<file path="src/rtl/idvr_addsub_arb.sv">
// Round-robin arbiter sharing one add/sub/compare datapath across N requesters.
// Optional macro IDVR_ADDSUB_ARB_ERR_EN: flag illegal op codes on RSP_ERR.
module idvr_addsub #(
    parameter int W = 32
) (
    input  logic [W-1:0] a_i,
    input  logic [W-1:0] b_i,
    input  logic [3:0]   op_i,
    output logic [W-1:0] y_o
);
    always_comb begin
        y_o = a_i + b_i;
        case (op_i)
            4'b1000: y_o = a_i - b_i;
            4'b0010: y_o = {{(W-1){1'b0}}, $signed(a_i) < $signed(b_i)};
            4'b0011: y_o = {{(W-1){1'b0}}, a_i < b_i};
            default: y_o = a_i + b_i;
        endcase
    end
endmodule

module idvr_addsub_arb #(
    parameter int W  = 32,
    parameter int N  = 4,
    parameter int IW = 4
) (
    input  logic          CLK,
    input  logic          RST,
    input  logic [N-1:0]  REQ_V,
    output logic [N-1:0]  REQ_R,
    input  logic [N*W-1:0] REQ_I0,
    input  logic [N*W-1:0] REQ_I1,
    input  logic [N*4-1:0] REQ_S,
    output logic          RSP_V,
    input  logic          RSP_R,
    output logic [W-1:0]  RSP_O,
`ifdef IDVR_ADDSUB_ARB_ERR_EN
    output logic          RSP_ERR,
`endif
    output logic [IW-1:0] RSP_ID
);
    logic          rsp_v_q, rsp_v_d;
    logic [W-1:0]  rsp_o_q, rsp_o_d;
    logic [IW-1:0] rsp_id_q, rsp_id_d;
    logic [IW-1:0] ptr_q, ptr_d;

    logic          acc, gnt_any, xfer;
    logic [IW-1:0] gnt_idx;
    logic [IW:0]   cand;
    logic [W-1:0]  sel_a, sel_b, dp_y;
    logic [3:0]    sel_op;

    // Scan PTR, PTR+1, ... wrapping at N; first valid wins.
    always_comb begin
        gnt_any = 1'b0;
        gnt_idx = '0;
        cand    = '0;
        for (int i = 0; i < N; i++) begin
            cand = {1'b0, ptr_q} + (IW+1)'(i);
            if (cand >= (IW+1)'(N)) cand = cand - (IW+1)'(N);
            if (!gnt_any && REQ_V[cand[IW-1:0]]) begin
                gnt_any = 1'b1;
                gnt_idx = cand[IW-1:0];
            end
        end
    end

    assign acc   = ~rsp_v_q | RSP_R;
    assign xfer  = gnt_any & acc;
    assign REQ_R = xfer ? (N'(1) << gnt_idx) : '0;

    assign sel_a  = REQ_I0[gnt_idx*W +: W];
    assign sel_b  = REQ_I1[gnt_idx*W +: W];
    assign sel_op = REQ_S[gnt_idx*4 +: 4];

    idvr_addsub #(.W(W)) u_dp (
        .a_i (sel_a),
        .b_i (sel_b),
        .op_i(sel_op),
        .y_o (dp_y)
    );

`ifdef IDVR_ADDSUB_ARB_ERR_EN
    logic rsp_err_q, rsp_err_d, legal;
    assign legal = (sel_op == 4'b0000) | (sel_op == 4'b1000) |
                   (sel_op == 4'b0010) | (sel_op == 4'b0011);
`endif

    always_comb begin
        rsp_v_d  = rsp_v_q;
        rsp_o_d  = rsp_o_q;
        rsp_id_d = rsp_id_q;
        ptr_d    = ptr_q;
`ifdef IDVR_ADDSUB_ARB_ERR_EN
        rsp_err_d = rsp_err_q;
`endif
        if (xfer) begin
            rsp_v_d  = 1'b1;
            rsp_id_d = gnt_idx;
            ptr_d    = (gnt_idx == IW'(N-1)) ? '0 : gnt_idx + 1'b1;
`ifdef IDVR_ADDSUB_ARB_ERR_EN
            rsp_o_d   = legal ? dp_y : '0;
            rsp_err_d = ~legal;
`else
            rsp_o_d  = dp_y;
`endif
        end else if (rsp_v_q && RSP_R) begin
            rsp_v_d = 1'b0;
        end
    end

    always_ff @(posedge CLK) begin
        if (RST) begin
            rsp_v_q  <= 1'b0;
            rsp_o_q  <= '0;
            rsp_id_q <= '0;
            ptr_q    <= '0;
`ifdef IDVR_ADDSUB_ARB_ERR_EN
            rsp_err_q <= 1'b0;
`endif
        end else begin
            rsp_v_q  <= rsp_v_d;
            rsp_o_q  <= rsp_o_d;
            rsp_id_q <= rsp_id_d;
            ptr_q    <= ptr_d;
`ifdef IDVR_ADDSUB_ARB_ERR_EN
            rsp_err_q <= rsp_err_d;
`endif
        end
    end

    assign RSP_V  = rsp_v_q;
    assign RSP_O  = rsp_o_q;
    assign RSP_ID = rsp_id_q;
`ifdef IDVR_ADDSUB_ARB_ERR_EN
    assign RSP_ERR = rsp_err_q;
`endif
endmodule

</file>
<file path="config.mk">
export PLATFORM = sky130hd
export DESIGN_NAME = idvr_addsub_arb
export DESIGN_NICKNAME = d
export VERILOG_FILES = /design/src/rtl/idvr_addsub_arb.sv
export SDC_FILE = /design/constraint.sdc
export NUM_CORES = 1
export LEC_CHECK = 0
export CAP_MARGIN = 40
export CORE_MARGIN = 2
export CORE_UTILIZATION = 50
export DETAILED_ROUTE_END_ITERATION = 7
export GPL_ROUTABILITY_DRIVEN = 0
export PLACE_DENSITY_LB_ADDON = 0.05
export SLEW_MARGIN = 20
export SYNTH_ARGS = -nofsm -noshare
export SYNTH_HDL_FRONTEND = slang
export SYNTH_SLANG_ARGS = --single-unit
</file>
<file path="constraint.sdc">
create_clock -name CLK -period 10.75 [get_ports CLK]
set_input_delay 1.075 -clock CLK [delete_from_list [all_inputs] [get_ports CLK]]
set_output_delay 1.075 -clock CLK [all_outputs]
set_load 0.01 [all_outputs]
</file>
**Word-level counts from Yosys, hierarchy flattened**

Cells that the tools add are included.

- Reductions and logical operators: 8
- Shift-type cells: 4
- Magnitude comparators: 10
- Bitwise operators: 3
- Mux-type cells: 25
- Eq/ne operators: 4
- Add/subtract/negate cells: 10

Operators by type and width:

| kind | count |
|---|---|
| 128-bit by 10-bit variable part select with 32-bit output | 2 |
| 32-bit case mux with 3 select lines | 1 |
| 32-bit less-than comparator | 2 |
| 4-bit 2-to-1 mux | 10 |
| 32-bit adder | 1 |
| 32-bit subtractor | 1 |
| 4-bit by 3-bit less-than comparator with 1-bit output, second input constant | 4 |
| 16-bit by 7-bit variable part select with 4-bit output | 1 |
| 4-bit by 3-bit subtractor with 4-bit output, second input constant | 4 |
| 5-bit by 3-bit >= comparator with 1-bit output, second input constant | 3 |
| 4-bit by 2-bit == test with 1-bit output, second input constant | 3 |
| 4-bit by 2-bit adder with 5-bit output, second input constant | 2 |
| 1-bit 2-to-1 mux | 10 |
| 1-bit binary-select mux with 2-bit select | 4 |
| 4-bit by 1-bit adder with 5-bit output, second input constant | 1 |
| 4-bit by 1-bit adder with 4-bit output, second input constant | 1 |
| 4-bit == test, second input constant | 1 |
| 4-bit by 3-bit >= comparator with 1-bit output, second input constant | 1 |
| 1-bit logical AND | 4 |
| 1-bit by 4-bit << shifter with 4-bit output, first input constant | 1 |
| 1-bit zero test | 3 |
| 2-bit nonzero test | 1 |
| 1-bit bitwise AND | 1 |
| 1-bit inverter | 1 |
| 1-bit OR | 1 |

- Output and inout port bits: 41
- Input bits: 279
- Flip-flop bits (word level): 41

**Logic depth before layout (Yosys ltp)**

Gate-level depths: netlist of the first run.

- Depth after elaboration: 17
- Mapped depth: 31
- Mapped depth without buffers: 28

**Hierarchy**

Synthesis of the first run repeated with hierarchy kept, for this count alone.

- Cells, all modules: 1034
- Area, all modules: 8151.6 um^2

By module, submodules not included:

| module | times used | area an instance (um^2) | cells an instance | sequential area each (um^2) |
|---|---|---|---|---|
| idvr_addsub_arb | 1 | 4241.6 | 427 | 820.8 |
| idvr_addsub | 1 | 3910.0 | 607 | 0.0 |

**Least setup slack after synthesis of the first run**

No wires, ideal clock.

- Path kind: input-to-reg
- Start: input port REQ_V[2]
- End: register rsp_o_q[24], in the netlist RSP_O[24]
- Path buffers: 5
- Stages on the path: 21
- Path slack: 3.622 ns
- Setup time: 0.132 ns
- Data arrival time: 6.995 ns
- Cells stage by stage: clkbuf_1 mux4_2 nor2b_1 o21ai_0 and2_1 clkbuf_1 inv_1 buf_2 buf_1 mux4_2 and2_1 ha_1 clkbuf_1 or3_1 or3_1 o311a_4 o31ai_4 a21boi_1 or4b_1 a2111oi_2 nor4_1

- Cells in the longest elaborated chain, start to end: 15

Ends and longest elaborated chain:

| element | line | RTL |
|---|---|---|
| from (decl) | 29 | `input logic [N-1:0] REQ_V,` |
| 1-bit binary-select mux with 2-bit select | 61 | `if (!gnt_any && REQ_V[cand[IW-1:0]]) begin` |
| 1-bit 2-to-1 mux (not written as such) | 61 |  |
| 1-bit 2-to-1 mux | 61 |  |
| 1-bit zero test | 61 |  |
| 1-bit logical AND | 61 |  |
| 1-bit 2-to-1 mux | 61 |  |
| 1-bit zero test | 61 |  |
| 1-bit logical AND | 61 |  |
| 1-bit 2-to-1 mux | 61 |  |
| 1-bit zero test | 61 |  |
| 1-bit logical AND | 61 |  |
| 4-bit 2-to-1 mux | 61 |  |
| 128-bit by 10-bit variable part select with 32-bit output (tied with other cells) | 72 | `assign sel_a = REQ_I0[gnt_idx*W +: W];` |
| 32-bit adder (tied with other cells) | 17 | `default: y_o = a_i + b_i;` |
| 32-bit case mux with 3 select lines | 13 | `case (op_i)` |
| to (signal assigned) | 123 | `rsp_o_q <= rsp_o_d;` |
| to (decl) | 43 | `logic [W-1:0] rsp_o_q, rsp_o_d;` |

Parallel ways exist; a longest one is shown, timed or not. The select of a mux whose other input is x is not followed.
A chain may end at the register's enable or synchronous reset.

**Worst setup path after layout of the first run**

- Start: input port REQ_V[2]
- End: register rsp_o_q[31], in the netlist RSP_O[31]

The elaborated chain is that of the path after synthesis.

==> metrics.md, run 1 <==
| Metric | Value |
|---|---|
| Max Fclk | `0.129 GHz` |
| FP Rows | `47` |
| Crit path max fanout | `27` |
| Min-Delay Path Class | `reg2reg` |
| Footprint of the multi-input gates | `7020 sq um` |
| Worst r2r path cells | `21` |
| Core area | `around 17,000 sq um` |
| Cts bufs inserted | `5` |
| Dpl hpwl | `24.7 mm` |
| Hold Startpoint | `RSP_O[21]$_SDFFE_PP0P_` |
| Average size of a mapped cell | `roughly 7.3 sq um` |
| Worst-skew pair later-pin latency | `~0.29 ns` |
| Tot GR Track Use | `about a third` |
| Worst-path clk slew | `around 0.06 ns` |
| Final wirelength | `between 30 and 40 mm` |
| Reg2Reg Setup Slack | `3.13 ns` |
| Vias in the first global route | `9,614` |
| Largest net degree at the start of global routing | `48` |
| Crit. End Element | `register` |
| Number of fill cells | `about 1,400` |
| CTS Hold Bufs | `0` |
| Clk buf depth | `2` |
| Layout cells sized above 1 | `6.05%` |
| WP data required | `approximately 11 ns` |
| CTS tree | `done` |
| Setup_tns | `0 ns` |
| Final Instance Count excl. Fillers | `between 1,500 and 2,000` |
| Buffers on Ports | `around 320` |
| WL per Instance | `around 19 microns` |
| Vias per cell | `around 6.2` |
| Ys flop type | `dfxtp_1` |
| CP Launch Type | `input port` |
| Worst-Margin Slew | `0.866 ns` |
| DRT iter0 DRCs | `1,001` |
| Final period util | `a little under three quarters` |
| Setup bufs post-CTS | `0` |
| Mapped Area | `about 8500 sq um` |
| Yosys reg bits | `between 40 and 50` |
| Min Hold Slack | `~0.45 ns` |
| Final antenna-violating net count | `0` |
| Pre-antenna DRT Iters | `6` |
| Worst Clk Skew | `roughly 0.0081 ns` |
| Crit Path Category | `in2reg` |
| Unrepaired setup endpoints after global routing | `false` |
| Synthesis Warnings | `0` |
| Count of pins over their slew limit | `0` |
| Die Wd | `about 130 microns` |
| Post-CTS Resized | `0` |
| Reg area | `about 800 sq um` |
| Critical Path Sink | `RSP_O[31]$_SDFFE_PP0P_` |
| Final hold violation count | `0` |
| Max_cap viols | `0` |
| Syn Inst Count | `1,160` |
| Largest delay contributor family on the critical path | `compound AO/OA/AOI/OAI gates` |
| Starting density of the core | `between 50% and 60%` |
| Stages on worst setup path | `22` |
| CP Launch Point | `REQ_V[2]` |
| DRC violation count after routing | `0` |
| Synth Net Count | `between 1,500 and 2,000` |
| Final setup violation count | `0` |
| Nets | `approximately 1,800` |
| FF-to-FF End | `RSP_O[31]$_SDFFE_PP0P_` |
| DP Cell Count | `roughly 1,600` |
| Crit path time final | `7.74 ns` |
| Total I/O pin count | `320` |
| Worst r2r src | `ptr_q[1]$_SDFFE_PP0P_` |
| Vias | `around 10,000` |
| Number of synthesized flops with an enable pin | `0` |
| Synth cell types | `79` |
| Relative slew slack | `about 40%` |
| Run status | `finished clean` |
| Worst path slowest cell | `ha_1` |
| Sequential-to-total area share from yosys stat | `9.71%` |
| Antenna violations before repair | `0` |
| Clock root buffer | `clkbuf_16` |
| Crit path cell chain | `clkdlybuf4s50_1 -> mux4_2 -> nor2b_1 -> o21ai_0 -> and2_2 -> clkinv_2 -> buf_4 -> mux4_2 -> and2_1 -> ha_1 -> inv_1 -> o21ai_0 -> a31oi_1 -> o31ai_1 -> a211oi_1 -> o31ai_1 -> o2111ai_1 -> a311oi_1 -> xnor2_1 -> nor2_1 -> a31oi_1 -> a211oi_1` |
| Area growth syn-to-layout | `40.2%` |
| H-Tree Depth | `2` |
| Die Ht | `134 microns` |
| Worst Path Buf+Inv | `4` |
| First-pass GRT wire length | `48.8 mm` |
| Layout Utilization | `between 70% and 80%` |
| Ys async rst share | `0%` |
| Critical path arrival | `7.89 ns` |
| Clk sinks | `between 40 and 50` |
| DIE AREA | `between 15,000 and 20,000 sq um` |
| Diodes inserted | `0` |
| Total gr overflow | `0` |
| Critical Path Max Stage Delay | `just over 0.6 ns` |
cell usage after synthesis, types with 4 or more instances:
library cell | n | share of area, %
a21oi_1 | 95 | 5.6
or4_1 | 5 | 0.44
a211o_1 | 5 | 0.52
nor2b_1 | 11 | 0.81
nor3_1 | 31 | 1.8
buf_1 | 12 | 0.53
o31ai_1 | 7 | 0.62
nand4_1 | 7 | 0.52
o21bai_1 | 17 | 1.5
nor4_1 | 5 | 0.37
o211ai_1 | 18 | 1.6
dfxtp_1 | 41 | 9.7
clkbuf_1 | 75 | 3.3
xnor2_1 | 9 | 0.93
nand2_1 | 140 | 6.2
mux2i_1 | 73 | 8.6
nand3b_1 | 5 | 0.44
nand2b_1 | 8 | 0.59
ha_1 | 76 | 11
a2111oi_0 | 6 | 0.62
o211a_1 | 4 | 0.47
a221o_1 | 12 | 1.4
a211oi_1 | 17 | 1.5
nor3b_1 | 4 | 0.36
o31a_1 | 5 | 0.52
and2_1 | 35 | 2.6
nor2_1 | 83 | 3.7
o221ai_1 | 12 | 1.2
or3_1 | 7 | 0.52
xor2_1 | 7 | 0.73
nand3_1 | 65 | 3.8
o2111ai_1 | 5 | 0.52
and3_1 | 7 | 0.52
o21ai_0 | 37 | 2.2
mux4_2 | 36 | 9.6
a32o_1 | 4 | 0.47
inv_1 | 74 | 3.3
a311oi_1 | 5 | 0.52
a21o_1 | 17 | 1.5
a21boi_0 | 4 | 0.36
a31oi_1 | 16 | 1.2
layer usage:
| layer | track usage, % | up-vias | wire (microns) |
|---|---|---|---|
| met3 | 4.88 | 60 | 2750 |
| met4 | 10.1 | 0 | 920 |
| met1 | 42.1 | 4665 | 12400 |
| met5 | 0 | - | 0 |
| li1 | - | 4757 | - |
| met2 | 59.4 | 555 | 14900 |
cells in the final DEF (no fill, tap or decap), types with 7 or more instances in the layout:
cell / Yosys / final
clkdlybuf4s50_1: 0 / 319
nand2_1: 140 / 140
a21oi_1: 95 / 95
nor2_1: 83 / 81
ha_1: 76 / 76
mux2i_1: 73 / 73
inv_1: 74 / 73
nand3_1: 65 / 64
dfxtp_1: 41 / 41
o21ai_0: 37 / 37
mux4_2: 36 / 36
and2_1: 35 / 34
nor3_1: 31 / 31
o211ai_1: 18 / 18
a211oi_1: 17 / 17
o21bai_1: 17 / 17
a21o_1: 17 / 17
a31oi_1: 16 / 16
o221ai_1: 12 / 12
a221o_1: 12 / 12
nor2b_1: 11 / 10
buf_4: 1 / 10
xnor2_1: 9 / 9
nand2b_1: 8 / 8
xor2_1: 7 / 7
nand4_1: 7 / 7
and3_1: 7 / 7
or3_1: 7 / 7
o31ai_1: 7 / 7
logic make-up (layout without fill, tap and decap cells):
group	Yosys count	after routing	share of synthesized area, %
compound gates	326	326	27.4
xor+xnor	16	16	1.66
fa+ha+maj	77	77	11.4
buf+inv	166	412	7.55
flops	41	41	9.71
mux	112	112	18.6
simple gates	422	422	23.6
layout make-up:
class	instances	area share, %
Inverter	74	2.35
Multi-Input combinational cell	953	59.3
Tap cell	220	2.32
Sequential cell	41	6.93
Clock inverter	1	0.0422
Clock buffer	5	1.06
Timing Repair Buffer	332	28.0
through the flow:
stage / worst slack, ns / area, sq um
floorplan: 3.62 / 8450
global placement: 3.04 / 11700
detailed placement: 2.92 / 11700
CTS: 2.98 / 11800
global route: 2.70 / 11900
finish: 3.01 / 11900
worst register-to-register path: stages (launching register included):
cell       delay [ns]
dfxtp_1          0.62
inv_1            0.21
ha_1             0.47
mux4_2           0.65
nor2_1           0.23
a32o_4           0.66
buf_4            0.68
mux4_2           0.44
and2_1           0.21
ha_1             0.62
inv_1            0.12
o21ai_0          0.14
a31oi_1          0.14
o31ai_1          0.48
a211oi_1         0.23
o31ai_1          0.52
o2111ai_1        0.26
a311oi_1         0.33
xnor2_1          0.15
nor2_1           0.05
a31oi_1          0.20
a211oi_1         0.09
registers in the layout (all words and copies together), names as in the netlist:
register	count
RSP_ID	4
RSP_O	32
RSP_V	1
ptr_q	4
worst min-delay path by stage:
| stage | to | slack [ns] | cells past startpoint |
|---|---|---|---|
| finish | RSP_O[21]$_SDFFE_PP0P_ | 0.45 | 2 |
| global route | RSP_O[14]$_SDFFE_PP0P_ | 0.47 | 2 |
| CTS | RSP_O[18]$_SDFFE_PP0P_ | 0.46 | 2 |
| detailed placement | RSP_O[18]$_SDFFE_PP0P_ | 0.45 | 2 |
| global placement | RSP_O[5]$_SDFFE_PP0P_ | 0.44 | 2 |
| floorplan | RSP_O[4]$_SDFFE_PP0P_ | 0.48 | 2 |
Power of run 1 is not shown: default switching activity piles up to over one toggle a cycle in this logic, so the estimate is an artifact.
==> run 2, diff against run 1 <==
Settings changed: CORE_UTILIZATION 50 to 42.
Clock period 10.75 ns to 6.8 ns, I/O delays scaled along.
==> metrics.md, run 2 (synthesized netlist as in run 1, its figures left out) <==
| Metric | Value |
|---|---|
| Run status | `finished clean` |
| WL per Instance | `18.7 microns` |
| Relative slew slack | `between 60 and 70%` |
| Clk sinks | `between 40 and 50` |
| DIE AREA | `between 20,000 and 25,000 sq um` |
| Area growth syn-to-layout | `45.0%` |
| Diodes inserted | `0` |
| Critical Path Max Stage Delay | `0.64 ns` |
| Unrepaired setup endpoints after global routing | `false` |
| Starting density of the core | `43.2%` |
| Most common library cell in the layout ignoring fill and taps | `clkdlybuf4s50_1` |
| CP Launch Point | `REQ_V[2]` |
| Min Hold Slack | `around 0.45 ns` |
| Largest net degree at the start of global routing | `between 40 and 50` |
| Vias per cell | `approximately 5.9` |
| Max Fclk | `about 0.16 GHz` |
| Final hold violation count | `0` |
| DRT iter0 DRCs | `910` |
| Critical Path Sink | `RSP_O[24]$_SDFFE_PP0P_` |
| Nets | `around 1,800` |
| Reg2Reg Setup Slack | `roughly 0.55 ns` |
| Total I/O pin count | `320` |
| Worst r2r path cells | `19` |
| FP Rows | `~50` |
| Final setup violation count | `0` |
| Vias | `a little over 10,000` |
| Count of pins over their slew limit | `0` |
| CP Launch Type | `input port` |
| Max_cap viols | `0` |
| Core area | `19,600 sq um` |
| Worst path slowest cell | `mux4_2` |
| Worst Path Buf+Inv | `3` |
| Worst r2r src | `ptr_q[1]$_SDFFE_PP0P_` |
| H-Tree Depth | `2` |
| Most frequent cells in the layout | `319 x clkdlybuf4s50_1, 140 x nand2_1, 95 x a21oi_1` |
| FF-to-FF End | `RSP_O[24]$_SDFFE_PP0P_` |
| Worst-Margin Slew | `roughly 0.58 ns` |
| Pre-antenna DRT Iters | `6` |
| First-pass GRT wire length | `around 51 mm` |
| Largest delay contributor family on the critical path | `simple AND/OR/NAND/NOR gates` |
| Crit Path Category | `in2reg` |
| Final period util | `92.7%` |
| Clock root buffer | `clkbuf_16` |
| Stages on worst setup path | `18` |
| Tot GR Track Use | `29.2%` |
| Antenna violations before repair | `0` |
| Critical path arrival | `around 6.5 ns` |
| Worst-path clk slew | `approximately 0.070 ns` |
| Buffers on Ports | `about 320` |
| Die Ht | `around 150 microns` |
| Vias in the first global route | `approximately 9,700` |
| Layout cells sized above 1 | `under 10%` |
| Crit path time final | `~6.3 ns` |
| Cts bufs inserted | `5` |
| CTS tree | `done` |
| Dpl hpwl | `roughly 26 mm` |
| Setup_tns | `0 ns` |
| Final wirelength | `approximately 32 mm` |
| WP data required | `~7 ns` |
| Min-Delay Path Class | `reg2reg` |
| Total gr overflow | `0` |
| Max FFs per register | `32` |
| Clk buf depth | `2` |
| Crit. End Element | `register` |
| Crit path cell chain | `clkdlybuf4s50_1 -> mux4_2 -> nor2b_1 -> o21ai_1 -> and2_2 -> clkinv_2 -> buf_12 -> mux4_2 -> and2_1 -> ha_1 -> or3_1 -> or3_1 -> o311a_4 -> o31ai_4 -> a21boi_1 -> or4b_1 -> a2111oi_2 -> nor4_1` |
| Crit path max fanout | `23` |
| Worst Clk Skew | `approximately 0.0081 ns` |
| DRC violation count after routing | `0` |
| Die Wd | `146 microns` |
| Final antenna-violating net count | `0` |
| Worst-skew pair later-pin latency | `about 0.29 ns` |
run 2: changes by cell type in the layout (fill, tap and decap cells not counted), sizes merged:
cell	delta
bufinv	+1
clkinv	-1
clkbuf	+2
buf	+41
run 2: through the flow:
| step | cell area (sq um) | std cells | setup slack, ns | util, % |
|---|---|---|---|---|
| CTS | 12200 | 1714 | 0.431 | 62.5 |
| detailed placement | 12100 | 1706 | 0.142 | 61.6 |
| global placement | 12100 | 1706 | 0.265 | 61.6 |
| finish | 12300 | 1714 | 0.497 | 62.5 |
| floorplan | 8460 | 1160 | 0.00540 | - |
| global route | 12300 | 1714 | 0.120 | 62.5 |
run 2: routing by layer:
metal | GRT usage [%] | part of all wire [%]
met5 | 0 | 0
met4 | 8.04 | 2.6
met3 | 4.92 | 7.8
met2 | 50.4 | 48
met1 | 37.5 | 42
run 2: repair_timing:
action,in CTS,in global routing
hold buffers,0,0
gates resized for setup,0,4
setup buffers,0,0
hold endpoints to repair,0,0
endpoints found under the setup margin,0,2
run 2: tightest hold or removal path, stage by stage (launching register included):
cell and delay, ns:
dfxtp_1 0.31, nand2_1 0.05, a21oi_1 0.05
run 2: area by class of cell:
class,count,area [sq um]
tap,265,332
inverter,74,279
clock buffer,7,143
multi-input combinational,953,7030
clock inverter,1,30.0
sequential,41,821
fill,1827,7340
timing repair buffer,373,3620
run 2: worst min-delay path by stage:
stage	startpoint	endpoint	cells past startpoint
floorplan	RSP_O[4]$_SDFFE_PP0P_	RSP_O[4]$_SDFFE_PP0P_	2
global placement	RSP_O[5]$_SDFFE_PP0P_	RSP_O[5]$_SDFFE_PP0P_	2
detailed placement	RSP_O[4]$_SDFFE_PP0P_	RSP_O[4]$_SDFFE_PP0P_	2
CTS	RSP_O[4]$_SDFFE_PP0P_	RSP_O[4]$_SDFFE_PP0P_	2
global route	RSP_O[3]$_SDFFE_PP0P_	RSP_O[3]$_SDFFE_PP0P_	2
finish	RSP_O[0]$_SDFFE_PP0P_	RSP_O[0]$_SDFFE_PP0P_	2
Power of run 2 is left out for the same reason.
